===== config.mk =====
export PLATFORM = sky130hd
export DESIGN_NAME = serial_frame_deser
export DESIGN_NICKNAME = d
export VERILOG_FILES = /design/src/rtl/serial_frame_deser.sv
export SDC_FILE = /design/constraint.sdc
export NUM_CORES = 1
export LEC_CHECK = 0
export CAP_MARGIN = 10
export CORE_MARGIN = 2
export CORE_UTILIZATION = 50
export CTS_CLUSTER_SIZE = 14
export DETAILED_ROUTE_END_ITERATION = 16
export GPL_ROUTABILITY_DRIVEN = 1
export PLACE_DENSITY_LB_ADDON = 0.12
export SLEW_MARGIN = 20
export SYNTH_ARGS = -nofsm -noshare
export SYNTH_HDL_FRONTEND = slang
export SYNTH_SLANG_ARGS = --single-unit

===== constraint.sdc =====
create_clock -name clk -period 4.5 [get_ports clk]
set_clock_uncertainty 0.2 [all_clocks]
set_input_delay 0.9 -clock clk [delete_from_list [all_inputs] [get_ports clk]]
set_output_delay 0.9 -clock clk [all_outputs]
set_load 0.01 [all_outputs]

===== src/rtl/serial_frame_deser.sv =====
`default_nettype none
// ============================================================================
//  Module      : serial_frame_deser
//  Description : Serial-to-word frame deserializer. Hunts for a sync word on
//                a bit-serial stream, then assembles FRAME_LEN words of WIDTH
//                bits (MSB first) into a 2-entry valid/ready output buffer.
//                Lock is dropped after each frame and the hunt restarts.
//  Options     : DESER_PARITY_EN - each data word is followed by one even
//                parity bit; bad words are discarded and flagged on
//                parity_err. Without it parity_err is tied low.
//  Revision    : 1.0 - initial release
// ============================================================================
module serial_frame_deser #(
    parameter int               WIDTH     = 8,
    parameter logic [WIDTH-1:0] SYNC      = WIDTH'(8'hAC),
    parameter int               FRAME_LEN = 4
) (
    input  logic             clk,
    input  logic             rst_n,
    input  logic             ser_in,
    input  logic             ser_valid,
    output logic [WIDTH-1:0] out_data,
    output logic             out_valid,
    input  logic             out_ready,
    output logic             locked,
    output logic             frame_done,
    output logic             overflow,
    output logic             parity_err
);

    // Serial bits that make up one word while locked (data plus optional parity)
`ifdef DESER_PARITY_EN
    localparam int c_BITS = WIDTH + 1;
`else
    localparam int c_BITS = WIDTH;
`endif
    localparam int c_BCW  = $clog2(c_BITS);
    localparam int c_WCW  = $clog2(FRAME_LEN + 1);

    typedef enum logic [0:0] {
        HUNT   = 1'b0,
        LOCKED = 1'b1
    } state_t;

    state_t           r_state;
    state_t           w_state_next;

    logic [WIDTH-1:0] r_window;
    logic [WIDTH-1:0] w_window_next;
    logic [WIDTH-1:0] r_word;
    logic [WIDTH-1:0] w_word_next;
    logic [c_BCW-1:0] r_bitcnt;
    logic [c_BCW-1:0] w_bitcnt_next;
    logic [c_WCW-1:0] r_wordcnt;
    logic [c_WCW-1:0] w_wordcnt_next;

    logic [WIDTH-1:0] w_shift_win;
    logic [WIDTH-1:0] w_shift_word;
    logic             w_last_bit;
    logic             w_last_word;
    logic             w_complete;
    logic             w_frame_end;
    logic             w_push;
    logic             w_perr;
    logic [WIDTH-1:0] w_done_word;

    // Output buffer storage and bookkeeping
    logic [WIDTH-1:0] r_mem [2];
    logic             r_wr_ptr;
    logic             r_rd_ptr;
    logic [1:0]       r_count;
    logic             r_overflow;
    logic             r_frame_done;
    logic             w_pop;
    logic             w_accept;
    logic             w_drop;

    assign w_shift_win  = {r_window[WIDTH-2:0], ser_in};
    assign w_shift_word = {r_word[WIDTH-2:0], ser_in};
    assign w_last_bit   = (r_bitcnt == c_BCW'(c_BITS - 1));
    assign w_last_word  = (r_wordcnt == c_WCW'(FRAME_LEN - 1));

    // State register
    always_ff @(posedge clk or negedge rst_n) begin
        if (!rst_n) begin
            r_state <= HUNT;
        end else begin
            r_state <= w_state_next;
        end
    end

    // Next-state logic: sync hunt, word assembly and frame termination
    always_comb begin
        w_state_next   = r_state;
        w_window_next  = r_window;
        w_word_next    = r_word;
        w_bitcnt_next  = r_bitcnt;
        w_wordcnt_next = r_wordcnt;
        w_complete     = 1'b0;
        w_frame_end    = 1'b0;
        w_push         = 1'b0;
        w_perr         = 1'b0;
        w_done_word    = w_shift_word;

        case (r_state)
            HUNT: begin
                if (ser_valid) begin
                    w_window_next = w_shift_win;
                    if (w_shift_win == SYNC) begin
                        w_state_next   = LOCKED;
                        w_bitcnt_next  = '0;
                        w_wordcnt_next = '0;
                    end
                end
            end
            LOCKED: begin
                if (ser_valid) begin
`ifdef DESER_PARITY_EN
                    // The final serial bit of a word is its parity bit; the
                    // data bits are already complete in r_word by then.
                    if (w_last_bit) begin
                        w_complete    = 1'b1;
                        w_done_word   = r_word;
                        w_bitcnt_next = '0;
                        if ((^r_word) ^ ser_in) begin
                            w_perr = 1'b1;
                        end else begin
                            w_push = 1'b1;
                        end
                    end else begin
                        w_word_next   = w_shift_word;
                        w_bitcnt_next = r_bitcnt + c_BCW'(1);
                    end
`else
                    w_word_next = w_shift_word;
                    if (w_last_bit) begin
                        w_complete    = 1'b1;
                        w_done_word   = w_shift_word;
                        w_push        = 1'b1;
                        w_bitcnt_next = '0;
                    end else begin
                        w_bitcnt_next = r_bitcnt + c_BCW'(1);
                    end
`endif
                    // Every completed word counts, even if dropped or bad
                    if (w_complete) begin
                        if (w_last_word) begin
                            w_frame_end    = 1'b1;
                            w_state_next   = HUNT;
                            w_window_next  = '0;
                            w_wordcnt_next = '0;
                        end else begin
                            w_wordcnt_next = r_wordcnt + c_WCW'(1);
                        end
                    end
                end
            end
            default: begin
                w_state_next = HUNT;
            end
        endcase
    end

    // Datapath registers: sync window, word shifter and counters
    always_ff @(posedge clk or negedge rst_n) begin
        if (!rst_n) begin
            r_window  <= '0;
            r_word    <= '0;
            r_bitcnt  <= '0;
            r_wordcnt <= '0;
        end else begin
            r_window  <= w_window_next;
            r_word    <= w_word_next;
            r_bitcnt  <= w_bitcnt_next;
            r_wordcnt <= w_wordcnt_next;
        end
    end

    // A full buffer still accepts a push when the head leaves on the same edge
    assign w_pop    = (r_count != 2'd0) && out_ready;
    assign w_accept = w_push && ((r_count != 2'd2) || w_pop);
    assign w_drop   = w_push && !w_accept;

    // Two-entry output buffer with sticky overflow
    always_ff @(posedge clk or negedge rst_n) begin
        if (!rst_n) begin
            r_mem[0]   <= '0;
            r_mem[1]   <= '0;
            r_wr_ptr   <= 1'b0;
            r_rd_ptr   <= 1'b0;
            r_count    <= 2'd0;
            r_overflow <= 1'b0;
        end else begin
            if (w_accept) begin
                r_mem[r_wr_ptr] <= w_done_word;
                r_wr_ptr        <= ~r_wr_ptr;
            end
            if (w_pop) begin
                r_rd_ptr <= ~r_rd_ptr;
            end
            case ({w_accept, w_pop})
                2'b10:   r_count <= r_count + 2'd1;
                2'b01:   r_count <= r_count - 2'd1;
                default: r_count <= r_count;
            endcase
            if (w_drop) begin
                r_overflow <= 1'b1;
            end
        end
    end

    // One-cycle end-of-frame pulse
    always_ff @(posedge clk or negedge rst_n) begin
        if (!rst_n) begin
            r_frame_done <= 1'b0;
        end else begin
            r_frame_done <= w_frame_end;
        end
    end

`ifdef DESER_PARITY_EN
    logic r_parity_err;

    // One-cycle parity error pulse
    always_ff @(posedge clk or negedge rst_n) begin
        if (!rst_n) begin
            r_parity_err <= 1'b0;
        end else begin
            r_parity_err <= w_perr;
        end
    end

    assign parity_err = r_parity_err;
`else
    assign parity_err = 1'b0;
`endif

    assign out_data   = r_mem[r_rd_ptr];
    assign out_valid  = (r_count != 2'd0);
    assign locked     = (r_state == LOCKED);
    assign frame_done = r_frame_done;
    assign overflow   = r_overflow;

endmodule
`default_nettype wire


======== Word-level counts from Yosys, hierarchy flattened ========
Cells that the tools add are included.
word-level totals
  logic and storage cells ................. 83
  register bits ........................... 43
  output and inout bits ................... 13
  bits of input ports ..................... 5
cells by class
  add/sub/neg operators ................... 4
  reduce and logical (&&, ||, !) cells .... 12
  eq/ne operators ......................... 11
  bitwise operators ....................... 5
  magnitude comparators ................... 3
  multiplexer cells ....................... 36
operators with widths
  cell                                                  count
  2-to-1 mux 8 bit                                      4
  2-to-1 mux 7 bit                                      4
  2-to-1 mux 3 bit                                      7
  bitwise mux 16 bit                                    1
  2-to-1 mux 1 bit                                      14
  case mux 7 bit (2 select lines)                       1
  case mux 3 bit (2 select lines)                       2
  demux 8 bit (select 1 bit)                            1
  equality test 8 bit (second input constant)           1
  != test 2 bit (second input constant)                 4
  AND reduction 4 bit                                   2
  adder 3 x 1 -> 3 bit (second input constant)          2
  >= comparator 2 bit (second input constant)           2
  logical AND 1 bit                                     4
  != test 2 x 1 -> 1 bit (second input constant)        2
  inverter 1 -> 2 bit                                   2
  case mux 2 bit (2 select lines)                       1
  nonzero test 2 bit                                    2
  equality test 3 x 2 -> 1 bit (second input constant)  1
  equality test 3 bit (second input constant)           1
  inverter 1 bit                                        3
  AND reduction 3 bit                                   1
  adder 2 x 1 -> 2 bit (second input constant)          1
  equality test 2 x 1 -> 1 bit (second input constant)  1
  other kinds (7)                                       7

======== Logic depth before layout (Yosys ltp) ========
Gate-level depths: netlist (run 1).
  word-level depth ........................ 7
  mapped depth ............................ 9

======== Least setup slack after synthesis (run 1) ========
Ideal clock, no wire load.
  path kind ............................... input-to-reg
  from .................................... input out_ready
  to ...................................... register r_count[1]
  buffers on the path ..................... 0
  data required time ...................... 4.221 ns
  stages .................................. 5
  data arrival time ....................... 1.881 ns
  slack ................................... 2.340 ns
  setup time .............................. 0.079 ns
  path through ............................ or3b_1 > nand2_1 > ha_1 > nor2_1 > xor2_1
between the ends
  cells in the longest elaborated chain, start to end .. 5
RTL lines
  item                                                                   line  source
  from (decl)                                                            24    input logic out_ready,
  logical AND 1 bit (*)                                                  180   assign w_pop = (r_count != 2'd0) && out_ready;
  logical OR 1 bit                                                       181   assign w_accept = w_push && ((r_count != 2'd2) || w_pop);
  logical AND 1 bit                                                      181
  equality test 2 x 1 -> 1 bit or equality test 2 bit (tied branches)    201   case ({w_accept, w_pop})
  case mux 2 bit (2 select lines) or nonzero test 2 bit (tied branches)  n/a
  to (signal assigned)                                                   202   2'b10: r_count <= r_count + 2'd1;
  to (signal assigned)                                                   203   2'b01: r_count <= r_count - 2'd1;
  to (signal assigned)                                                   204   default: r_count <= r_count;
  to (decl)                                                              71    logic [1:0] r_count;
Every way passes the cells marked *; elsewhere a longest branch is shown, timed or not.
A chain may end at the register's enable or synchronous reset.

======== Final worst setup path (run 1) ========
  from .................................... register r_rd_ptr
  to ...................................... output out_data[1]
between the ends
  cells in the longest elaborated chain, start to end .. 4
RTL lines
  item                                                 line  source
  from (decl)                                          70    logic r_rd_ptr;
  from (signal assigned)                               199   r_rd_ptr <= ~r_rd_ptr;
  inverter 1 -> 2 bit (implied by the code)            238   assign out_data = r_mem[r_rd_ptr];
  2-to-1 mux 8 bit (implied by the code) (3 in a row)  238
  to (decl)                                            22    output logic [WIDTH-1:0] out_data,
No other way between the ends. The select of a mux whose other input is x is not followed.

==> impl_results.md, run 1 <==
* Dpl cells at 194
* Area growth from synthesis to layout at 14.3%
* Clock Root Buffer: clkbuf_8
* RSZ-0062 raised after global routing: no
* Layout cells sized above 1 at 32.0%
* Net Count, Synth at 145
* Clock-pin slew on the worst setup and hold paths at 0.08 ns
* # hold bufs at CTS at 0
* Top FF cell, synth: dfrtp_1
* CP Class: flip-flop to output port
* Max_cap viols at 0
* Initial DRC count at 60
* Synth top area share at 56.6%
* Sequential-to-total area share from yosys stat at 56.6%
* Later-pin clock latency in the skew report at approximately 0.29 ns
* Slew HR at 38.7%
* # setup viols final at 0
* Measured slew at the worst slew-check pin at 0.920 ns
* CP max stage delay at 0.60 ns
* Via density at 5.49
* First-pass GRT wire length at 5690 um
* Multi-input logic area at 788 um2
* Crit path buf inv count at 1
* Routed Wire Length at 3170 um
* Hold Violations, Final at 0
* Post-layout net count at around 160
* Post-CTS Setup Bufs at 0
* Status: finished, final reports clean
* GRT Residual Overflow at 0
* Max Slew Vio Count at 0
* CP Launch Type: flip-flop
* Crit path cell chain: mux2_2, clkdlybuf4s50_1
* Mapped Area at 1900 um2
* Avg Cell Area, Syn at 14.0 um2
* Core ar. at 3660 um2
* CP max FO at 9
* Overall Power at 0.00138 W
* Most frequent cells in the layout: dfrtp_1, mux2_2, clkdlybuf4s50_1
* Max Freq at roughly 350 MHz
* TritonCTS buffer count at 5
* Initial antenna violation count at 0
* First-pass DRT Iterations at 4
* Required @ worst endpoint at 3.40 ns
* Worst min path class: flip-flop to flip-flop
* Period Utilization, post-route at 63.6%
* Reg area at 1080 um2
* Row cnt at 22
* Synth area leader: dfrtp_1
* Clock Sinks at 43
* Vias in the first global route at 1,188
* Async SR Flop Fraction at 100%
* Yosys reg bits at 43
* I/O Buffers at 16
* Die Footprint at approximately 4300 um2
* Reg2Reg Setup Slack at 2.35 ns
* Crit path arrival time at between 1.5 and 2 ns
* Worst Hold Slack at 0.273 ns
* Post-DP HPWL at 2130 um
* I/O pins at 18
* Setup TNS at 0 ns
* Vias at 1,104
* Synth Warn # at 0
* DR WL/cell at 15.8 um
* CP endpoint kind: output port
* Cells after synthesis at 136
* CP top delay family: flip-flops
* Chip width at 65.7 um
* Fill cells at 295
* Max VDD drop at 356 uV
* Die Ht at 65.7 um
* Most common cell after layout, fill and taps aside: dfrtp_1
* CTS H-Tree Depth at 2
* Power Dens Cells at 635 nW/um2
* Initial Util at 51.9%
* Post-synth EDFFs at 0
* DRT antenna net count at 0
* Pin count of the biggest net entering global routing at 44
* CTS tree: done
* Cell Count, Final, Fillers Out at 201
* Synth top area cells: dfrtp_1, mux2_2, a22o_1
* Gpl congestion at approximately 0.80
* CTS max path bufs at 2
* N_diodes at 0
* DRC viols at 0
* Netlist cell types at 36
* Layout Utilization at about three fifths
* Total track usage at 17.9%
* Tmin final at 2.86 ns
* P_leak at 1.04 nW
* CTS-repair resized insts at 0
* Slowest cell on the critical path: dfrtp_1
[final cells by class]
type                    instances  area share (%)
well taps                      48            2.76
flip-flops and latches         43            49.5
multi-input cells              85            36.2
inverters                       2           0.345
clock inverters                 1           0.230
clock buffers                   6            3.80
repair buffers                 16            7.13
[routing by layer]
layer / wire length (um) / track usage, % / up-vias
met5: 0 / 0 / -
met4: 59 / 8.33 / 0
met3: 97 / 4.79 / 6
met2: 1560 / 28.7 / 17
met1: 1450 / 22.6 / 563
li1: - / - / 518
[worst paths after layout]
check | startpoint | cells after the start | end
worst max-delay path | r_rd_ptr | 2 | out_data[1]
worst min-delay path | overflow | 1 | overflow
worst max register to register | r_bitcnt[0] | 7 | r_count[1]
worst min register to register | overflow | 1 | overflow
max in group asynchronous | rst_n | 1 | r_mem[13]
min in group asynchronous | rst_n | 1 | r_window[3]
[kinds of logic after synthesis]
logic type / count (synthesis) / synth area share (%)
buffers and inverters: 8 / 1.97
other: 1 / 0.197
and+or+nand+nor: 27 / 10.7
muxes: 31 / 18.4
adders and majority gates: 4 / 2.63
AOI/OAI and AO/OA: 17 / 7.30
xor gates and xnor gates: 5 / 2.30
DFF: 43 / 56.6
[synth_stat cells, types with 2 or more instances]
master / n
dfrtp_1: 43
mux2_2: 31
a22o_1: 7
a31o_2: 4
and3_1: 4
ha_1: 4
nand2_1: 4
buf_2: 3
nor2_1: 3
xnor2_1: 3
and3b_1: 2
clkbuf_1: 2
inv_1: 2
xor2_1: 2
[flip-flops by register name (all words and copies together), names as in the netlist]
signal / cells
r_wr_ptr: 1
frame_done: 1
r_count: 2
r_word: 7
locked: 1
overflow: 1
r_mem: 16
r_bitcnt: 3
r_wordcnt: 3
r_rd_ptr: 1
r_window: 7
[power by group]
| group | switching [W] | internal (W) | leakage (nW) |
|---|---|---|---|
| sequential | 0.000133 | 0.000538 | 0.546 |
| clock | 0.000123 | 0.000120 | 0.0470 |
| combinational | 0.000173 | 0.000293 | 0.450 |
[stage by stage]
stage	setup slack, ns	instance area [um2]
after floorplan	2.34	1900
after global placement	1.73	2090
after detailed placement	1.70	2090
after CTS	1.60	2170
after global routing	1.56	2170
final	1.64	2170
No activity file was read; power rests on OpenSTA's default activity.
==> inputs of run 2 (changes only) <==
==> constraint.sdc (replaced) <==
create_clock -name clk -period 2.7 [get_ports clk]
set_clock_uncertainty 0.2 [all_clocks]
set_input_delay 0.54 -clock clk [delete_from_list [all_inputs] [get_ports clk]]
set_output_delay 0.54 -clock clk [all_outputs]
set_load 0.01 [all_outputs]
==> run 2 against run 1 <==
Wire length grew 0.16%. Utilization shrank 0.21 points. Sequential share of layout area grew 0.17 points. Global-route usage is essentially flat. Design area shrank 0.35%. Setup slack lost 1.4 ns. Largest cell class unchanged.
==> impl_results.md, run 2 (same netlist as run 1, synthesis figures left out) <==
* Vias at 1,101
* Total track usage at 18.0%
* Tmin final at 2.49 ns
* Biggest regs: r_mem (16), r_window (7), r_word (7)
* N_diodes at 0
* Layout cells sized above 1 at 31.4%
* Die Footprint at 4310 um2
* I/O Buffers at 16
* Max VDD drop at approximately 550 uV
* Finished Cell Area at roughly 2200 um2
* Setup TNS at 0 ns
* Worst min path class: input pin to asynchronous set/reset pin
* I/O pins at 18
* Initial antenna violation count at 0
* CP max FO at 9
* First-pass DRT Iterations at 4
* GRT Residual Overflow at 0
* CP endpoint kind: output port
* Power Dens Cells at around 1000 nW/um2
* Post-DP HPWL at 2210 um
* Status: finished, final reports clean
* P_leak at 1.04 nW
* Initial Util at around 52%
* First-pass GRT wire length at between 5000 and 6000 um
* Max Slew Vio Count at 0
* Post-Place Cell Area at 2090 um2
* # setup viols final at 0
* DR WL/cell at around 16 um
* Setup ws final at 0.207 ns
* CP Class: flip-flop to output port
* Row cnt at 22
* Period Utilization, post-route at between 90% and 100%
* Later-pin clock latency in the skew report at 0.28 ns
* Max FFs per register at 16
* Via density at ~5.5
* Reg2Reg Setup Slack at about 0.52 ns
* Clock-pin slew on the worst setup and hold paths at 0.07 ns
* RSZ-0062 raised after global routing: no
* Post-CTS Setup Bufs at 0
* Overall Power at about 0.0023 W
* CTS max path bufs at 2
* DRC viols at 0
* Most flops, register: r_mem
* Core ar. at about 3700 um2
* Area growth from synthesis to layout at 13.9%
* Pre-CTS setup slack at 0.225 ns
* Measured slew at the worst slew-check pin at 0.913 ns
* CP Launch Type: flip-flop
* CTS-repair resized insts at 0
* Die Ht at 65.7 um
* Slew HR at roughly 39%
* Vias in the first global route at about 1,200
* # hold bufs at CTS at 0
* Gpl congestion at 0.762
* Clock Root Buffer: clkbuf_8
* CTS H-Tree Depth at 2
* Max Freq at between 400 and 500 MHz
* DRT antenna net count at 0
* Crit path arrival time at 1.75 ns
* CTS tree: done
* Chip width at around 66 um
* Most common cell after layout, fill and taps aside: dfrtp_1
* Most frequent cells in the layout: dfrtp_1, mux2_2, clkdlybuf4s50_1
* Pin count of the biggest net entering global routing at 44
* Required @ worst endpoint at 1.96 ns
* Post-layout net count at 163
* Initial DRC count at 64
* Max_cap viols at 0
* Worst Hold Slack at 0.188 ns
* Hold Violations, Final at 0
* TritonCTS buffer count at 5
* Routed Wire Length at between 3000 and 4000 um
* Clock Sinks at 43
[run 2: final timing paths]
kind,from,to,depth (start not counted)
min,rst_n,r_window[6],1
max in group asynchronous,rst_n,r_word[4],1
min reg2reg,overflow,overflow,1
min in group clk,overflow,overflow,1
max,r_rd_ptr,out_data[5],2
max reg2reg,r_bitcnt[0],r_count[1],7
[run 2: metal layers]
layer,track usage [%],wire (um),vias up,part of all wire [%]
met3,5.14,91,2,2.9
met4,7.03,29,0,0.91
met2,31.4,1670,13,53
met1,20.5,1390,567,44
li1,-,-,519,-
met5,0,0,-,0
[run 2: cell type report]
class / instances / area (um2)
well taps: 48 / 60.1
fillers: 298 / 1490
repair buffers: 17 / 163
clock buffers: 6 / 72.6
flip-flops and latches: 43 / 1080
inverters: 2 / 7.51
multi-input cells: 85 / 788
[run 2: through the flow]
step	util [%]	cells
floorplan	-	136
detailed placement	57.2	195
global route	59.2	201
global placement	57.2	195
finish	59.2	201
CTS	59.2	201
[run 2: where the power goes]
group	internal, W	switching, W
combinational	0.000490	0.000291
clock	0.000172	0.000181
sequential	0.000897	0.000230
total	0.00156	0.000702
[run 2: critical path, stage by stage, from the launching register on]
cell             delay, ns
dfrtp_1               0.60
mux2_2                0.39
clkdlybuf4s50_1       0.48
==> inputs of run 3 (changes only) <==
--- a/config.mk
+++ b/config.mk
@@ -6,12 +6,14 @@
 export NUM_CORES = 1
 export LEC_CHECK = 0
 export CAP_MARGIN = 10
-export CORE_MARGIN = 2
+export CORE_MARGIN = 4
 export CORE_UTILIZATION = 50
+export CTS_CLUSTER_DIAMETER = 150
 export CTS_CLUSTER_SIZE = 14
 export DETAILED_ROUTE_END_ITERATION = 16
 export GPL_ROUTABILITY_DRIVEN = 1
 export PLACE_DENSITY_LB_ADDON = 0.12
+export SETUP_SLACK_MARGIN = 0.15
 export SLEW_MARGIN = 20
 export SYNTH_ARGS = -nofsm -noshare
 export SYNTH_HDL_FRONTEND = slang
==> run 3 against run 2 <==
Clock power grew 45%. Sequential power about the same. Cell count up 1.0%. Wire length grew 2.6%. Global-route usage fell by 3.1 points. Register-to-register slack improved by 0.03 ns. Non-clock buffer count is the same. Die area is 13% higher. Hold slack lost 0.013 ns. Critical path type unchanged. Highest routed layer unchanged.
==> impl_results.md, run 3 (same netlist as run 1, synthesis figures left out) <==
* CP Class: flip-flop to output port
* Via density at 5.55
* Max FFs per register at 16
* Crit path buf inv count at 1
* Later-pin clock latency in the skew report at 0.29 ns
* Clock Sinks at 43
* Clock Root Buffer: clkbuf_8
* Worst min path class: input pin to asynchronous set/reset pin
* Worst R2R End: r_count[1]
* First-pass GRT wire length at 5710 um
* Clock-pin slew on the worst setup and hold paths at around 0.08 ns
* Crit path arrival time at around 1.7 ns
* # setup viols final at 0
* Most frequent cells in the layout: dfrtp_1, mux2_2, clkdlybuf4s50_1
* CTS tree: done
* Gpl congestion at 0.695
* Chip width at 69.7 um
* Period Utilization, post-route at 89.5%
* CP top delay family: flip-flops
* Die Footprint at 4850 um2
* Slowest cell on the critical path: dfrtp_2
* Reg2Reg Setup Slack at 0.55 ns
* I/O pins at 18
* Most flops, register: r_mem
* Max Slew Vio Count at 0
* DRC viols at 0
* GRT Residual Overflow at 0
* Crit path cell chain: mux2_2, clkdlybuf4s50_1
* CP Launch Type: flip-flop
* Worst-case reg-to-reg path depth at 8
* Core ar. at 3660 um2
* DRT antenna net count at 0
* Tmin final at 2.42 ns
* Initial DRC count at 85
* Routed Wire Length at 3260 um
* Hold Violations, Final at 0
* DR WL/cell at 16.0 um
* Measured slew at the worst slew-check pin at 0.919 ns
* Area growth from synthesis to layout at 16.4%
* Biggest regs: r_mem (16), r_window (7), r_word (7)
* Post-DP HPWL at 2280 um
* CTS max path bufs at 2
* Vias in the first global route at 1,203
* Power Dens Cells at approximately 1100 nW/um2
* CP endpoint kind: output port
* Row cnt at 22
* Required @ worst endpoint at a little under 2 ns
* Initial antenna violation count at 0
* Most common cell after layout, fill and taps aside: dfrtp_1
* RSZ-0062 raised after global routing: no
* Die Ht at 69.7 um
* Slew HR at 38.8%
* CP max stage delay at approximately 0.52 ns
* Status: finished, final reports clean
* R2r startpoint: r_bitcnt[0]
* Vias at 1,127
* Worst Hold Slack at about 0.18 ns
* Max Freq at 414 MHz
* TritonCTS buffer count at 5
* First-pass DRT Iterations at 4
* Setup TNS at 0 ns
* Max_cap viols at 0
* Total track usage at 14.9%
* N_diodes at 0
* CP max FO at 9
* Post-layout net count at 163
* I/O Buffers at 16
* Pin count of the biggest net entering global routing at 44
* Initial Util at 51.9%
* Max VDD drop at 476 uV
* CTS H-Tree Depth at 2
* P_leak at 1.06 nW
* Layout cells sized above 1 at 33.5%
## run 3: cell type report
class | count | area [um2]
tap | 48 | 60.1
sequential | 43 | 1080
multi-input combinational | 85 | 788
timing repair buffer | 17 | 163
clock buffer | 6 | 82.6
fill | 312 | 1450
clock inverter | 2 | 35.0
inverter | 2 | 7.51
## run 3: stage by stage
stage          setup slack (ns)  util, %  power [W]  area (um2)  instances
2_1_floorplan             0.759        -    0.00163        1900        136
6_report                  0.283     60.5    0.00242        2210        203
5_1_grt                   0.225     60.5    0.00259        2210        203
4_1_cts                   0.256     60.5    0.00245        2210        203
3_5_place_dp              0.189     57.2    0.00193        2090        195
3_3_place_gp              0.328     57.2    0.00187        2090        195
## run 3: repair_timing
item	CTS	global route
buffers inserted	0	0
hold buffers	0	0
hold endpoints to repair	0	0
gates resized for setup	1	0
setup endpoints to repair	8	0
## run 3: where the power goes
group | switching, W | internal, W
logic | 0.000291 | 0.000489
registers | 0.000226 | 0.000898
clock network | 0.000211 | 0.000299
## run 3: per-layer routing
metal,vias to the layer above,share of wire [%],global-route usage [%]
met5,-,0,0
met4,0,1.9,6.38
met3,7,3.8,3.48
met2,22,52,26.1
met1,573,42,17.4
li1,525,-,-
## run 3: worst max-delay path by stage
stage                startpoint           to  slack, ns  depth (start not counted)
floorplan           r_bitcnt[0]   r_count[1]       0.76                          8
global placement      ser_valid   r_count[1]       0.33                          7
detailed placement    ser_valid   r_count[1]       0.19                          6
CTS                    r_rd_ptr  out_data[0]       0.26                          2
global route           r_rd_ptr  out_data[0]       0.23                          2
finish                 r_rd_ptr  out_data[0]       0.28                          2
==> edit 1, RTL diff (config.mk and constraints of run 3) <==
Take the reset off `r_word` and load it in a clocked block of its own.
--- a/src/rtl/serial_frame_deser.sv
+++ b/src/rtl/serial_frame_deser.sv
@@ -165,15 +165,17 @@
     always_ff @(posedge clk or negedge rst_n) begin
         if (!rst_n) begin
             r_window  <= '0;
-            r_word    <= '0;
             r_bitcnt  <= '0;
             r_wordcnt <= '0;
         end else begin
             r_window  <= w_window_next;
-            r_word    <= w_word_next;
             r_bitcnt  <= w_bitcnt_next;
             r_wordcnt <= w_wordcnt_next;
         end
+    end
+
+    always_ff @(posedge clk) begin
+        r_word <= w_word_next;
     end
 
     // A full buffer still accepts a push when the head leaves on the same edge
Behaviour: same outputs for any inputs over 10 cycles, from zero or initial values and one cycle with rst_n low; that may be too few to reach the edited logic, so the function may still have changed.
==> edit 1 against run 3 <==
- design area increased by 0.96%
- sequential cell count unchanged
- synthesized cell count shrank 0.74%
- first-iteration DRC count is 28% lower
- non-clock buffer count up 2
- die area decreased by 0.87%
- worst setup slack improved by 22 ps
- wire length down 2.7%
- utilization is 0.58 points higher
- area after synthesis decreased by 0.99%
- global-route usage shrank 0.26 points
- critical path type unchanged
- critical endpoint unchanged
Power is not compared: it rests on default switching activity, and its combinational part moved more than twofold at a synthesized area within 25%.
==> edit 1: results (changes against run 3) <==
ys_types: 39  # +8.3%
synth_xor_area_frac: 0.0233  # +0.000229
synthAdderAreaFrac: 0.0266  # +0.000262
stdcell_area_sq_um: 2230  # +0.96%
wl_per_cell_microns: 15.4  # -3.7%
status: "complete, no violations"
routedLengthMet1_microns: 1430  # +3.9%
slew_headroom: 0.657  # +0.269
routabilityCongestion: 0.814  # +17%
rr_endpoint: "r_mem[13]"
synth_async_sr_flop_share: 0.837  # -0.163
grt.total_usage: 0.146  # -0.00265
hold_slack_ps: 272  # +96.4 ps
synth_edf_count: 7  # +7
via_count: 1126  # -0.089%
netlist_top_cells_area: "dfrtp_1, edfxtp_1, mux2_2, mux2_1, a22o_1"
reg2reg_setup_slack_ps: 520  # -30 ps
drive_gt1_frac: 0.210  # -0.125
drt_iter0_drc: 61  # -28%
fin_nets: 165  # +1.2%
synth-seq-area-share: 0.590  # +0.0242
dr_wl_met2_microns: 1590  # -5.9%
synth_common_cells: "dfrtp_1, mux2_2, mux2_1"
grt_pass1_wl_microns: 5600  # -1.8%
fillers: 288  # -7.7%
dp_hpwl_microns: 2250  # -1.3%
synth_compound_area_frac: 0.0777  # +0.00471
power_w: 0.00157
hold_path_class: "flip-flop to flip-flop"
synthesis.nets: 144  # -0.69%
[edit 1: repair_timing]
| item | CTS | global route |
|---|---|---|
| endpoints found under the hold margin | 0 | 0 |
| setup endpoints to repair | 1 | 0 |
| resized for setup | 1 | 0 |
[edit 1: critical path: stages, from the launching register on]
cell and delay, ps:
dfrtp_2 510, mux2_2 380, clkdlybuf4s50_1 480
[edit 1: cell type report]
cell class	instances	area share
clock buffer	6	0.0325
clock inverter	2	0.0269
inverter	5	0.00840
multi-input combinational	82	0.326
sequential	43	0.498
tap	48	0.0269
timing repair buffer	19	0.0817
[edit 1: metal layers]
| layer | vias up | GRT usage |
|---|---|---|
| li1 | 526 | - |
| met1 | 572 | 0.195 |
| met2 | 23 | 0.231 |
| met3 | 5 | 0.0275 |
| met4 | 0 | 0.0672 |
| met5 | - | 0 |
==> edit 2, RTL diff (settings of run 3) <==
Without the edit above. Set the parameter `WIDTH` to 16 (it was 8).
--- a/src/rtl/serial_frame_deser.sv
+++ b/src/rtl/serial_frame_deser.sv
@@ -11,7 +11,7 @@
 //  Revision    : 1.0 - initial release
 // ============================================================================
 module serial_frame_deser #(
-    parameter int               WIDTH     = 8,
+    parameter int               WIDTH     = 16,
     parameter logic [WIDTH-1:0] SYNC      = WIDTH'(8'hAC),
     parameter int               FRAME_LEN = 4
 ) (
Interface: changed (resized out_data); port bits go from 18 to 26. No check against the original RTL was run, so the function may have changed too.
==> edit 2 against run 3 <==
- sequential cell count up 33
- total power up 4.9%
- area after synthesis up 77%
- synthesized cell count up 74%
- worst setup slack worse by 41 ps
- wire length up 75%
- non-clock buffer count up 18
- count of clock-buffer cells in the layout up 4
- design area up 79%
- clock power up 74%
- critical endpoint is now out_data[15]
- largest cell class unchanged
==> edit 2: results (changes against run 3) <==
peakVddDrop_uv: 383  # -20%
grt_pass1_vias: 2045  # +70%
syn_inst: 236  # +74%
netlist_top_cells_area: "dfrtp_1, mux2_2, mux2_4, a22o_1, o311ai_0"
fillers: 548  # +76%
io_buffers: 24  # +8
htree_levels: 3  # +1
grt.total_usage: 0.153  # +0.00405
grt_pass1_wl_microns: 10100  # +77%
routedLengthMet1_microns: 2720  # +97%
dr_wl_met2_microns: 2740  # +62%
rr_endpoint: "r_window[11]"
p_int_w: 0.00186  # +10%
worstPathArrival_ps: 1720  # +40 ps
use_met2: 0.244  # -0.0167
worst_path_dominant_cell_family: "buffers and inverters"
synth-seq-area-share: 0.564  # -0.00220
pre_cts_ws_ps: 110  # -78.7 ps
reg2reg_depth: 4  # -4
seq_power_share: 0.504  # +0.038
synth_top_area_frac: 0.564  # -0.00220
fin_nets: 277  # +70%
p_leak_nw: 1.93  # +81%
route.met3.wl_microns: 183  # +49%
tightest_slew_ps: 751  # -168 ps
cts_hold_buf: 1  # +1
crit_end: "out_data[15]"
wl_per_cell_microns: 16.2  # +1.3%
cp_max_fo: 17  # +8
grtUsageMet1: 0.199  # +0.0250
dp_hpwl_microns: 3820  # +67%
grt_max_degree: 34  # -23%
status: "complete, no violations"
reg2reg_setup_slack_ps: 530  # -20 ps
vias_per_cell: 5.59  # +0.68%
synth_common_cells: "dfrtp_1, mux2_2, a22o_1"
max_stage_delay_ps: 480  # -40 ps
clk_latency_ps: 340  # +50 ps
dp.cells: 334  # +71%
synth_xor_area_frac: 0.0130  # -0.0100
routabilityCongestion: 0.762  # +9.6%
synth_mux_area_frac: 0.228  # +0.0445
worst_slack_ps: 242  # -41.1 ps
pwr-share-comb: 0.145  # -0.178
ys_types: 41  # +14%
drive_gt1_frac: 0.369  # +0.0331
cts_made_buffers: 9  # +4
use_met3: 0.0526  # +0.0178
[edit 2: cell types whose count changed in the layout (fill, tap and decap cells not counted), sizes merged, moves of 4 or more]
cell | before | now
nand2b | 1 | 6
a31o | 4 | 0
a22o | 7 | 16
inv | 2 | 10
o311ai | 0 | 6
clkdlybuf4s50 | 15 | 23
mux2 | 31 | 65
clkbuf | 6 | 10
buf | 2 | 11
dfrtp | 43 | 76
[edit 2: layout make-up]
type	count	share of cell area
Sequential cell	76	0.480
Inverter	8	0.00757
Multi-Input combinational cell	139	0.346
Timing Repair Buffer	35	0.0896
Clock inverter	6	0.0177
Tap cell	77	0.0243
Clock buffer	10	0.0347
[edit 2: stage by stage]
| stage | power (W) | cell area, sq um |
|---|---|---|
| after floorplan | 0.00154 | 3370 |
| after global placement | 0.00165 | 3740 |
| after detailed placement | 0.00166 | 3740 |
| after CTS | 0.00256 | 3960 |
| after global routing | 0.00266 | 3970 |
| final | 0.00253 | 3970 |
